File: config.mk
export PLATFORM = sky130hd
export DESIGN_NAME = dmem_port_arbiter
export DESIGN_NICKNAME = d
export VERILOG_FILES = /design/src/rtl/dmem_arb_pkg.sv /design/src/rtl/arb_starve_cnt.sv /design/src/rtl/dmem_port_arbiter.sv
export SDC_FILE = /design/constraint.sdc
export NUM_CORES = 1
export LEC_CHECK = 0
export BUFFER_PORTS_ARGS = -buffer_cell sky130_fd_sc_hd__buf_2
export CAP_MARGIN = 10
export CORE_AREA = 8 8 82 84
export DETAILED_ROUTE_END_ITERATION = 12
export DIE_AREA = 0 0 90 92
export PLACE_DENSITY = 0.75
export SLEW_MARGIN = 25
export SYNTH_ARGS = -nofsm -noshare
export SYNTH_HDL_FRONTEND = slang
export SYNTH_SLANG_ARGS = --single-unit
export TNS_END_PERCENT = 5
File: constraint.sdc
create_clock -name clk -period 2.7 [get_ports clk]
set_input_delay 0.675 -clock clk [delete_from_list [all_inputs] [get_ports clk]]
set_output_delay 0.675 -clock clk [all_outputs]
set_load 0.02 [all_outputs]
File: src/rtl/dmem_arb_pkg.sv
// Shared types and default sizes for the data-memory port arbiter.
package dmem_arb_pkg;
   localparam int DEF_DATA_W   = 32;
   localparam int DEF_ADDR_W   = 9;
   localparam int DEF_MAX_WAIT = 4;

   typedef enum logic {C_IDLE, C_RDRET} cpu_state_e;
   typedef enum logic [1:0] {OWN_NONE, OWN_CPU, OWN_LDR} owner_e;
endpackage

File: src/rtl/arb_starve_cnt.sv
// Counts consecutive refused loader cycles; raises ldr_pri once the loader has waited MAX_WAIT.
module arb_starve_cnt #(
   parameter int MAX_WAIT = 4
) (
   input  logic clk,
   input  logic reset,
   input  logic ldr_req,
   input  logic ldr_gnt,
   output logic ldr_pri
);
   localparam int CW = $clog2(MAX_WAIT + 1);

   logic [CW-1:0] starve_cnt;

   always_ff @(posedge clk or negedge reset) begin
      if (!reset)
         starve_cnt <= '0;
      else if (!ldr_req || ldr_gnt)
         starve_cnt <= '0;
      else if (starve_cnt != CW'(MAX_WAIT))
         starve_cnt <= starve_cnt + 1'b1;
   end

   assign ldr_pri = (starve_cnt == CW'(MAX_WAIT));
endmodule

File: src/rtl/dmem_port_arbiter.sv
// Shares one synchronous-read data memory between the MEM stage and a loader/debug port.
// CPU wins the issue slot unless the loader has starved for MAX_WAIT cycles.
module dmem_port_arbiter
   import dmem_arb_pkg::*;
#(
   parameter int DATA_W   = DEF_DATA_W,
   parameter int ADDR_W   = DEF_ADDR_W,
   parameter int MAX_WAIT = DEF_MAX_WAIT
) (
   input  logic              clk,
   input  logic              reset,
   input  logic              cpu_rd,
   input  logic              cpu_wr,
   input  logic [ADDR_W-1:0] cpu_addr,
   input  logic [DATA_W-1:0] cpu_wr_data,
   output logic [DATA_W-1:0] cpu_rd_data,
   output logic              cpu_stall,
   input  logic              ldr_req,
   input  logic              ldr_we,
   input  logic [ADDR_W-1:0] ldr_addr,
   input  logic [DATA_W-1:0] ldr_wdata,
   output logic              ldr_gnt,
   output logic              ldr_rvalid,
   output logic [DATA_W-1:0] ldr_rdata,
   output logic              mem_wr,
   output logic              mem_rd,
   output logic [ADDR_W-1:0] mem_addr,
   output logic [DATA_W-1:0] mem_wr_data,
   input  logic [DATA_W-1:0] mem_rd_data
);
   cpu_state_e state, state_nxt;
   owner_e     rsp_owner, owner_nxt;
   logic       ldr_pri, cpu_go, cpu_load, ldr_issue, cpu_issue;

   arb_starve_cnt #(.MAX_WAIT(MAX_WAIT)) u_starve (
      .clk     (clk),
      .reset   (reset),
      .ldr_req (ldr_req),
      .ldr_gnt (ldr_gnt),
      .ldr_pri (ldr_pri)
   );

   always_ff @(posedge clk or negedge reset) begin
      if (!reset) begin
         state     <= C_IDLE;
         rsp_owner <= OWN_NONE;
      end else begin
         state     <= state_nxt;
         rsp_owner <= owner_nxt;
      end
   end

   // Issue logic is gated by reset so no strobe leaks out while it is held low.
   always_comb begin
      cpu_load    = cpu_rd && !cpu_wr;
      cpu_go      = reset && (cpu_rd || cpu_wr) && (state == C_IDLE);
      ldr_issue   = reset && ldr_req && (!cpu_go || ldr_pri);
      cpu_issue   = cpu_go && !ldr_issue;
      state_nxt   = (state == C_RDRET) ? C_IDLE : state;
      owner_nxt   = OWN_NONE;
      mem_wr      = 1'b0;
      mem_rd      = 1'b0;
      mem_addr    = '0;
      mem_wr_data = '0;
      if (ldr_issue) begin
         mem_wr      = ldr_we;
         mem_rd      = !ldr_we;
         mem_addr    = ldr_addr;
         mem_wr_data = ldr_we ? ldr_wdata : '0;
         owner_nxt   = ldr_we ? OWN_NONE : OWN_LDR;
      end else if (cpu_issue) begin
         mem_wr      = cpu_wr;
         mem_rd      = cpu_load;
         mem_addr    = cpu_addr;
         mem_wr_data = cpu_wr ? cpu_wr_data : '0;
         if (cpu_load) begin
            owner_nxt = OWN_CPU;
            state_nxt = C_RDRET;
         end
      end
      ldr_gnt   = ldr_issue;
      cpu_stall = cpu_go && (ldr_issue || cpu_load);
   end

   assign cpu_rd_data = (rsp_owner == OWN_CPU) ? mem_rd_data : '0;
   assign ldr_rvalid  = (rsp_owner == OWN_LDR);
   assign ldr_rdata   = ldr_rvalid ? mem_rd_data : '0;

   a_rdwr_excl: assert property (@(posedge clk) disable iff (!reset) !(cpu_rd && cpu_wr));
endmodule

==> summary.md, run 1 <==
| Metric | Value |
|---|---|
| Status | complete, no violations |
| Post-synth EDFFs | 0 |
| Number of DRC markers in iteration 0 | 57 |
| Met1 usage | 0.153 |
| LEAKAGE | 1.66 nW |
| FMAX | 376 MHz |
| DR WL/cell | 15.5 µm |
| Initial antenna violation count | 0 |
| Worst-Margin Slew | 0.338 ns |
| Sequential-to-total area share from yosys stat | 0.0996 |
| WP buf/inv | 4 |
| Vias in the first global route | 2040 |
| Most used cell, CP | buf_2 |
| WP data arrival | 1.98 ns |
| Synth warn | 0 |
| Ant. Diodes | 0 |
| Critical path data required time | 2.03 ns |
| Routed wire length | 7.09 mm |
| Hold WC Path Type | in2async |
| TritonCTS clock tree | yes |
| Met3 Resource Use GR | 0.0424 |
| IO Port Bufs | 229 |
| Clk buf depth | 2 |
| Routed vias/inst | 4.45 |
| Max-cap violation count | 0 |
| Cell Area, Synth | 1260 µm² |
| Placed cell areas | 2460 µm² |
| Clk pin slew, worst setup/hold paths | 0.04 ns |
| Synth area leaders | and2_1, a22o_2, a22o_1 |
| Worst slew margin | 0.773 |
| #FFs+latches synth | 5 |
| Num CTS Buffers | 3 |
| Most used DFF post-synth | dfrtp_1 |
| Hold buffers post-CTS | 0 |
| H-tree depth | 1 |
| Remaining antenna violation count | 0 |
| Core area | 5410 µm² |
| Grt ovf | 0 |
| Rows | 27 |
| Final count of negative-setup-slack endpoints | 0 |
| Hpwl dp | 6.03 mm |
| Crit path cell chain | buf_2, or2_4, a311oi_4, buf_4, buf_12, a22o_1, buf_2 |
| Critical path peak fanout | 17 |
| Io pins | 230 |
| CP max stage delay | 0.30 ns |
| Vias | 2038 |
| Drt pass-1 iters | 4 |
| Commonest non-fill, non-tap cells in the layout | buf_2, and2_1, a22o_2 |
| Full die area | 8280 µm² |
| Initial Utilization | 0.232 |
| Final GP Congestion | 0.790 |
| Nets | 509 |
| Area Growth Syn to Fin | 104% |
| Hold Fails Final Rpt | 0 |
| Root Driver | clkbuf_8 |
| Clock Latency Late Sink | 0.22 ns |
| Total Power | 0.603 mW |
| Top Usage Layer GRT | met2 |
| Asr flop ratio synth | 1.00 |
| Clock skew | 0.00246 ns |
| Clock sinks | 5 |
| Kind of critical path | in2out |
| First-pass GRT wire length | 10.5 mm |
| Synth top area share | 0.329 |
| Post-route cell area | 2560 µm² |
| Kind of start point of the critical path | input pin |
| Peak VDD IR | 0.221 mV |
| Post-Syn Nets | 280 |
| Fillers | 566 |
| Most common cell after layout, fill and taps aside | buf_2 |
| Cells after synthesis | 158 |
| DIE HEIGHT | 92 µm |
| Final slew viol count | 0 |
| Largest net degree at the start of global routing | 34 |
| Period utilization | 0.984 |
| Critical path's top delay family | buffers and inverters |
| Met2 usage | 0.292 |
| Crit. End Element | primary output |
| Mean post-synth cell area | 7.95 µm² |
| Netlist cell types | 29 |
| Die width | 90 µm |
| Power per Cell Area | 235 nW/µm² |
| GRT Overall Usage | 0.147 |
| Layout cells sized above 1 | 0.707 |
| DRC | 0 |
| Synth area leader | and2_1 |
| Tmin final | 2.66 ns |
| Worst-path cell with the longest stage delay | a311oi_4 |
## layout make-up
class / instances / area, µm² / share of cell area
timing repair buffer: 239 / 1270 / 0.495
multi-input combinational: 134 / 1020 / 0.398
sequential: 5 / 125 / 0.0488
tap: 72 / 90.1 / 0.0352
clock buffer: 4 / 45.0 / 0.0176
inverter: 4 / 15.0 / 0.00586
## cell families (layout without fill, tap and decap cells)
| logic type | count (synthesis) | count (layout) | synth area share |
|---|---|---|---|
| XOR/XNOR | 1 | 1 | 0.00697 |
| AND/OR/NAND/NOR | 83 | 83 | 0.411 |
| AO/OA/AOI/OAI | 47 | 47 | 0.361 |
| adder cells (fa/ha/maj) | 2 | 2 | 0.0199 |
| multiplexers | 1 | 1 | 0.00896 |
| flip-flops | 5 | 5 | 0.0996 |
| buffers and inverters | 19 | 247 | 0.0926 |
## sequential cells by signal, indices dropped and copies added, names as in the netlist
name,flops
rsp_owner,2
u_starve.starve_cnt,3
## synthesized netlist by cell type (all sizes together) (2+ instances only)
master,n
dfrtp,5
a22o,41
clkbuf,6
nor2b,3
inv,4
ha,2
or2,2
and3,5
nand2,3
buf,9
and2,66
## worst register-to-register path: cells and delay by family, from the launching register on
kind                       cells  cell delay (ns)
and+or+nand+nor                3             0.64
DFF                            1             0.41
adders and majority gates      1             0.22
buffers and inverters          1             0.08
## per-layer routing
metal	wire length, µm	vias to the layer above
met5	0	-
met4	10	0
met3	510	3
met2	3840	104
met1	2730	911
li1	-	1020
## power breakdown
group          switching, mW  internal (mW)  total, mW
sequential           0.00523         0.0808     0.0860
clock                 0.0372          0.101      0.139
combinational          0.199          0.179      0.378
total                  0.241          0.361      0.603
## final timing paths
path                                         from                endpoint  slack [ns]  cells after the start
setup / recovery                           cpu_wr         mem_wr_data[23]        0.04                      7
hold / removal                              reset  u_starve.starve_cnt[0]        0.38                      2
setup reg to reg           u_starve.starve_cnt[0]            rsp_owner[0]        1.22                      5
hold reg to reg            u_starve.starve_cnt[2]  u_starve.starve_cnt[2]        0.67                      1
max in group asynchronous                   reset            rsp_owner[0]        2.20                      2
min in group clk           u_starve.starve_cnt[2]  u_starve.starve_cnt[2]        0.67                      1
## through the flow
stage                     TNS [ns]  hold slack (ns)  cells  setup WS [ns]  utilization
final                            0            0.377    458         0.0435        0.474
after CTS                        0            0.373    454        0.00215        0.464
after global routing      -0.00515            0.378    458       -0.00393        0.474
after floorplan                  0            0.379    158          0.307            -
after detailed placement         0            0.608    450          0.107        0.455
after global placement           0            0.611    450          0.117        0.455
## repair_timing
action	in CTS	in global routing
resized for setup	0	2
setup endpoints to repair	0	33
setup buffers	0	2
Note: power is estimated with default switching activity, not from simulation.
==> run 2, diff against run 1 <==
- PLACE_DENSITY: 0.75 -> 0.83
==> run 2 against run 1 <==
Against the previous run: count of clock-buffer cells in the layout stayed put; hold slack improved by 0.0036 ns; critical path type unchanged; design area rose by 4.3%; critical endpoint is now mem_wr_data[19]; setup slack worse by 0.030 ns; clock power about the same; critical path depth stayed put; first-iteration DRC count fell by 7.0%; clock skew down 0.0023 ns; die area unchanged; sequential power hardly changed; highest routed layer unchanged; non-clock buffer count unchanged; register-to-register slack better by 0.05 ns.
==> summary.md, run 2 (synthesis results as in run 1) <==
| Metric | Value |
|---|---|
| Status | complete, no violations |
| Full die area | 8280 µm² |
| Placed cell areas | 2460 µm² |
| Post-Place Cells | 450 |
| Grt ovf | 0 |
| Crit. End Element | primary output |
| Ant. Diodes | 0 |
| Final count of negative-setup-slack endpoints | 0 |
| Nets | 509 |
| Clk pin slew, worst setup/hold paths | 0.04 ns |
| DR WL/cell | 16.4 µm |
| Clock sinks | 5 |
| Power per Cell Area | 235 nW/µm² |
| Layout cells sized above 1 | 0.707 |
| Clk buf depth | 2 |
| Largest net degree at the start of global routing | 34 |
| Final worst slack | 0.0135 ns |
| Critical path data required time | 2.03 ns |
| Worst setup path startpoint | cpu_rd |
| Kind of critical path | in2out |
| H-tree depth | 1 |
| Routed vias/inst | 4.56 |
| Core area | 5410 µm² |
| DIE HEIGHT | 92 µm |
| Period utilization | 0.995 |
| Clock skew | 0.000192 ns |
| Final slew viol count | 0 |
| Top reg by flops | u_starve.starve_cnt |
| WP data arrival | 2.01 ns |
| Critical path peak fanout | 8 |
| GRT Overall Usage | 0.154 |
| Worst-Margin Slew | 0.314 ns |
| First-pass GRT wire length | 10.9 mm |
| Clock Latency Late Sink | 0.22 ns |
| Num CTS Buffers | 3 |
| Rows | 27 |
| FMAX | 372 MHz |
| Hold Fails Final Rpt | 0 |
| Hpwl dp | 6.34 mm |
| Peak VDD IR | 0.196 mV |
| Total Power | 0.629 mW |
| Worst slew margin | 0.789 |
| Vias in the first global route | 2084 |
| Kind of start point of the critical path | input pin |
| Post-route cell area | 2670 µm² |
| Hold WC Path Type | in2async |
| Number of DRC markers in iteration 0 | 53 |
| Die width | 90 µm |
| Drt pass-1 iters | 4 |
| LEAKAGE | 1.68 nW |
| Max-cap violation count | 0 |
| Pre-CTS setup slack | 0.115 ns |
| Largest register FFs | 3 |
| Tmin final | 2.69 ns |
| Root Driver | clkbuf_8 |
| Remaining antenna violation count | 0 |
| IO Port Bufs | 229 |
| Io pins | 230 |
| DRC | 0 |
| Initial Utilization | 0.232 |
| Most common cell after layout, fill and taps aside | buf_2 |
| Commonest non-fill, non-tap cells in the layout | buf_2, and2_1, a22o_2 |
| RR Startpoint | u_starve.starve_cnt[0] |
| Routed wire length | 7.52 mm |
| Hold Slack | 0.381 ns |
| TritonCTS clock tree | yes |
| Area Growth Syn to Fin | 113% |
| Vias | 2087 |
| Final core occ | 0.495 |
| Initial antenna violation count | 0 |
| Largest regs | u_starve.starve_cnt x3, rsp_owner x2 |
| Final GP Congestion | 0.902 |
| Final TNS setup | 0 ns |
| Finished Layout Cells | 458 |
## run 2: changes by cell type in the layout (fill, tap and decap cells not counted)
cell       previous run  this run
ha_2                  1         0
clkbuf_16             1         2
buf_6                 1         8
buf_4                 6        21
buf_2               229       206
ha_4                  0         1
## run 2: area by class of cell
cell class                      instances  area (µm²)
Multi-Input combinational cell        134        1030
Clock buffer                            4        45.0
Timing Repair Buffer                  239        1370
Sequential cell                         5         125
Inverter                                4        15.0
Tap cell                               72        90.1
Fill cell                             543        2730
## run 2: what timing repair did
| item | 4_1_cts | 5_1_grt |
|---|---|---|
| hold buffers | 0 | 0 |
| gates resized for setup | 0 | 33 |
| hold endpoints to repair | 0 | 0 |
| endpoints found under the setup margin | 0 | 33 |
| setup buffers | 0 | 1 |
## run 2: metal layers
metal  up-vias  wire length, µm  global-route usage
li1       1020                -                   -
met1       944             2860               0.165
met2       115             4010               0.294
met3         8              572              0.0465
met4         0               72              0.0250
met5         -                0                   0
## run 2: worst paths after layout
check | slack, ns | cells after the start | endpoint
worst min-delay path | 0.38 | 2 | u_starve.starve_cnt[0]
worst min register to register | 0.67 | 2 | u_starve.starve_cnt[0]
min in group clk | 0.67 | 2 | u_starve.starve_cnt[0]
worst max-delay path | 0.01 | 7 | mem_wr_data[19]
worst max register to register | 1.27 | 5 | rsp_owner[0]
max in group asynchronous | 2.21 | 2 | rsp_owner[0]
## run 2: where the power goes
group,switching [mW],internal (mW),total (mW)
sequential,0.00540,0.0808,0.0862
combinational,0.206,0.198,0.404
clock,0.0376,0.101,0.139
total,0.249,0.380,0.629
## run 2: critical path, stage by stage
cell	delay, ns
buf_6	0.10
or2_4	0.27
a311oi_4	0.37
buf_6	0.18
buf_6	0.14
a22o_2	0.13
buf_2	0.16
==> run 3, diff against run 2 <==
- MAX_ROUTING_LAYER: unset -> met4
- PLACE_DENSITY: 0.83 -> unset
- PLACE_DENSITY_LB_ADDON: unset -> 0.15
==> run 3 against run 2 <==
Against the previous run: design area is 0.66% higher; via count is 2.5% lower; register-to-register slack worse by 0.03 ns; first-iteration DRC count stayed put; clock skew is 0.0034 ns higher; global-route usage hardly changed; total power is 0.44% lower; largest cell class unchanged.
==> summary.md, run 3 (synthesis results as in run 1) <==
| Metric | Value |
|---|---|
| Hold buffers post-CTS | 0 |
| Power per Cell Area | 233 nW/µm² |
| Nets | 510 |
| Largest regs | u_starve.starve_cnt x3, rsp_owner x2 |
| Number of DRC markers in iteration 0 | 53 |
| Most used cell, CP | buf_6 |
| Initial Utilization | 0.232 |
| Core area | 5410 µm² |
| Hold Fails Final Rpt | 0 |
| Remaining antenna violation count | 0 |
| Worst-path cell with the longest stage delay | a311oi_4 |
| Crit path cell chain | buf_6, or2_4, a311oi_4, buf_6, clkbuf_16, a22o_1, buf_6 |
| Critical path peak fanout | 8 |
| Clk buf depth | 2 |
| Final TNS setup | 0 ns |
| WP data arrival | 2.00 ns |
| Ant. Diodes | 0 |
| Vias in the first global route | 1968 |
| H-tree depth | 1 |
| Tmin final | 2.68 ns |
| Initial antenna violation count | 0 |
| TritonCTS clock tree | yes |
| CP max stage delay | 0.37 ns |
| DR WL/cell | 16.4 µm |
| Io pins | 230 |
| First-pass GRT wire length | 10.4 mm |
| Drt pass-1 iters | 4 |
| FMAX | 374 MHz |
| Clk pin slew, worst setup/hold paths | 0.04 ns |
| Area Growth Syn to Fin | 114% |
| Grt ovf | 0 |
| Commonest non-fill, non-tap cells in the layout | buf_2, and2_1, a22o_2 |
| Max-cap violation count | 0 |
| Period utilization | 0.991 |
| Largest register FFs | 3 |
| Clock sinks | 5 |
| Routed wire length | 7.51 mm |
| Most common cell after layout, fill and taps aside | buf_2 |
| Largest net degree at the start of global routing | 34 |
| LEAKAGE | 1.69 nW |
| Root Driver | clkbuf_8 |
| GRT Overall Usage | 0.155 |
| Peak VDD IR | 0.239 mV |
| IO Port Bufs | 229 |
| Final GP Congestion | 0.834 |
| Kind of start point of the critical path | input pin |
| DRC | 0 |
| Worst-Margin Slew | 0.330 ns |
| Clock skew | 0.00362 ns |
| Top reg by flops | u_starve.starve_cnt |
| Hold Slack | 0.378 ns |
| Vias | 2035 |
| WP buf/inv | 4 |
| Kind of critical path | in2out |
| Routed vias/inst | 4.43 |
| Crit. End Element | primary output |
| Hold WC Path Type | in2async |
| Rows | 27 |
| Worst slew margin | 0.778 |
| Full die area | 8280 µm² |
| Num CTS Buffers | 3 |
| Final count of negative-setup-slack endpoints | 0 |
| Die width | 90 µm |
| Critical path data required time | 2.03 ns |
| Layout cells sized above 1 | 0.708 |
| Final slew viol count | 0 |
| Critical path's top delay family | buffers and inverters |
| DIE HEIGHT | 92 µm |
| Status | complete, no violations |
| Clock Latency Late Sink | 0.22 ns |
| Hpwl dp | 6.18 mm |
==> run 3: repair_timing <==
action,CTS,global route
resized for setup,0,38
setup buffers,0,1
endpoints found under the hold margin,0,0
setup endpoints to repair,0,33
==> run 3: routing by layer <==
layer	GRT usage	vias up	share of wire
li1	-	1027	-
met4	0.0333	0	0.0083
met2	0.295	121	0.55
met1	0.154	883	0.38
met5	-	-	0
met3	0.0407	4	0.066
==> run 3: metrics by stage <==
| stage | power [mW] | instances | cell area (µm²) | worst slack, ns | utilization |
|---|---|---|---|---|---|
| after floorplan | 0.290 | 158 | 1260 | 0.307 | - |
| after global placement | 0.458 | 451 | 2470 | 0.135 | 0.457 |
| after detailed placement | 0.460 | 451 | 2470 | 0.113 | 0.457 |
| after CTS | 0.602 | 455 | 2510 | 0.0309 | 0.465 |
| after global routing | 0.668 | 459 | 2690 | -0.0300 | 0.498 |
| final | 0.626 | 459 | 2690 | 0.0249 | 0.498 |
==> run 3: cell type report <==
cell class,instances,area [µm²]
sequential,5,125
inverter,4,15.0
multi-input combinational,134,1020
fill,556,2710
clock buffer,4,45.0
tap,72,90.1
timing repair buffer,240,1400
==> run 3: final timing paths <==
| check | start | endpoint | slack [ns] | cells past startpoint |
|---|---|---|---|---|
| worst min register to register | u_starve.starve_cnt[2] | u_starve.starve_cnt[2] | 0.68 | 1 |
| min in group clk | u_starve.starve_cnt[2] | u_starve.starve_cnt[2] | 0.68 | 1 |
| max in group asynchronous | reset | rsp_owner[1] | 2.20 | 2 |
| worst max-delay path | cpu_rd | mem_wr_data[3] | 0.02 | 7 |
| worst min-delay path | reset | u_starve.starve_cnt[1] | 0.38 | 2 |
| worst max register to register | u_starve.starve_cnt[0] | rsp_owner[0] | 1.24 | 5 |
==> run 3: power breakdown <==
group / leakage, nW / switching [mW] / internal, mW
logic: 1.60 / 0.204 / 0.199
registers: 0.0672 / 0.00533 / 0.0808
clock network: 0.0228 / 0.0354 / 0.101
total: 1.69 / 0.245 / 0.381
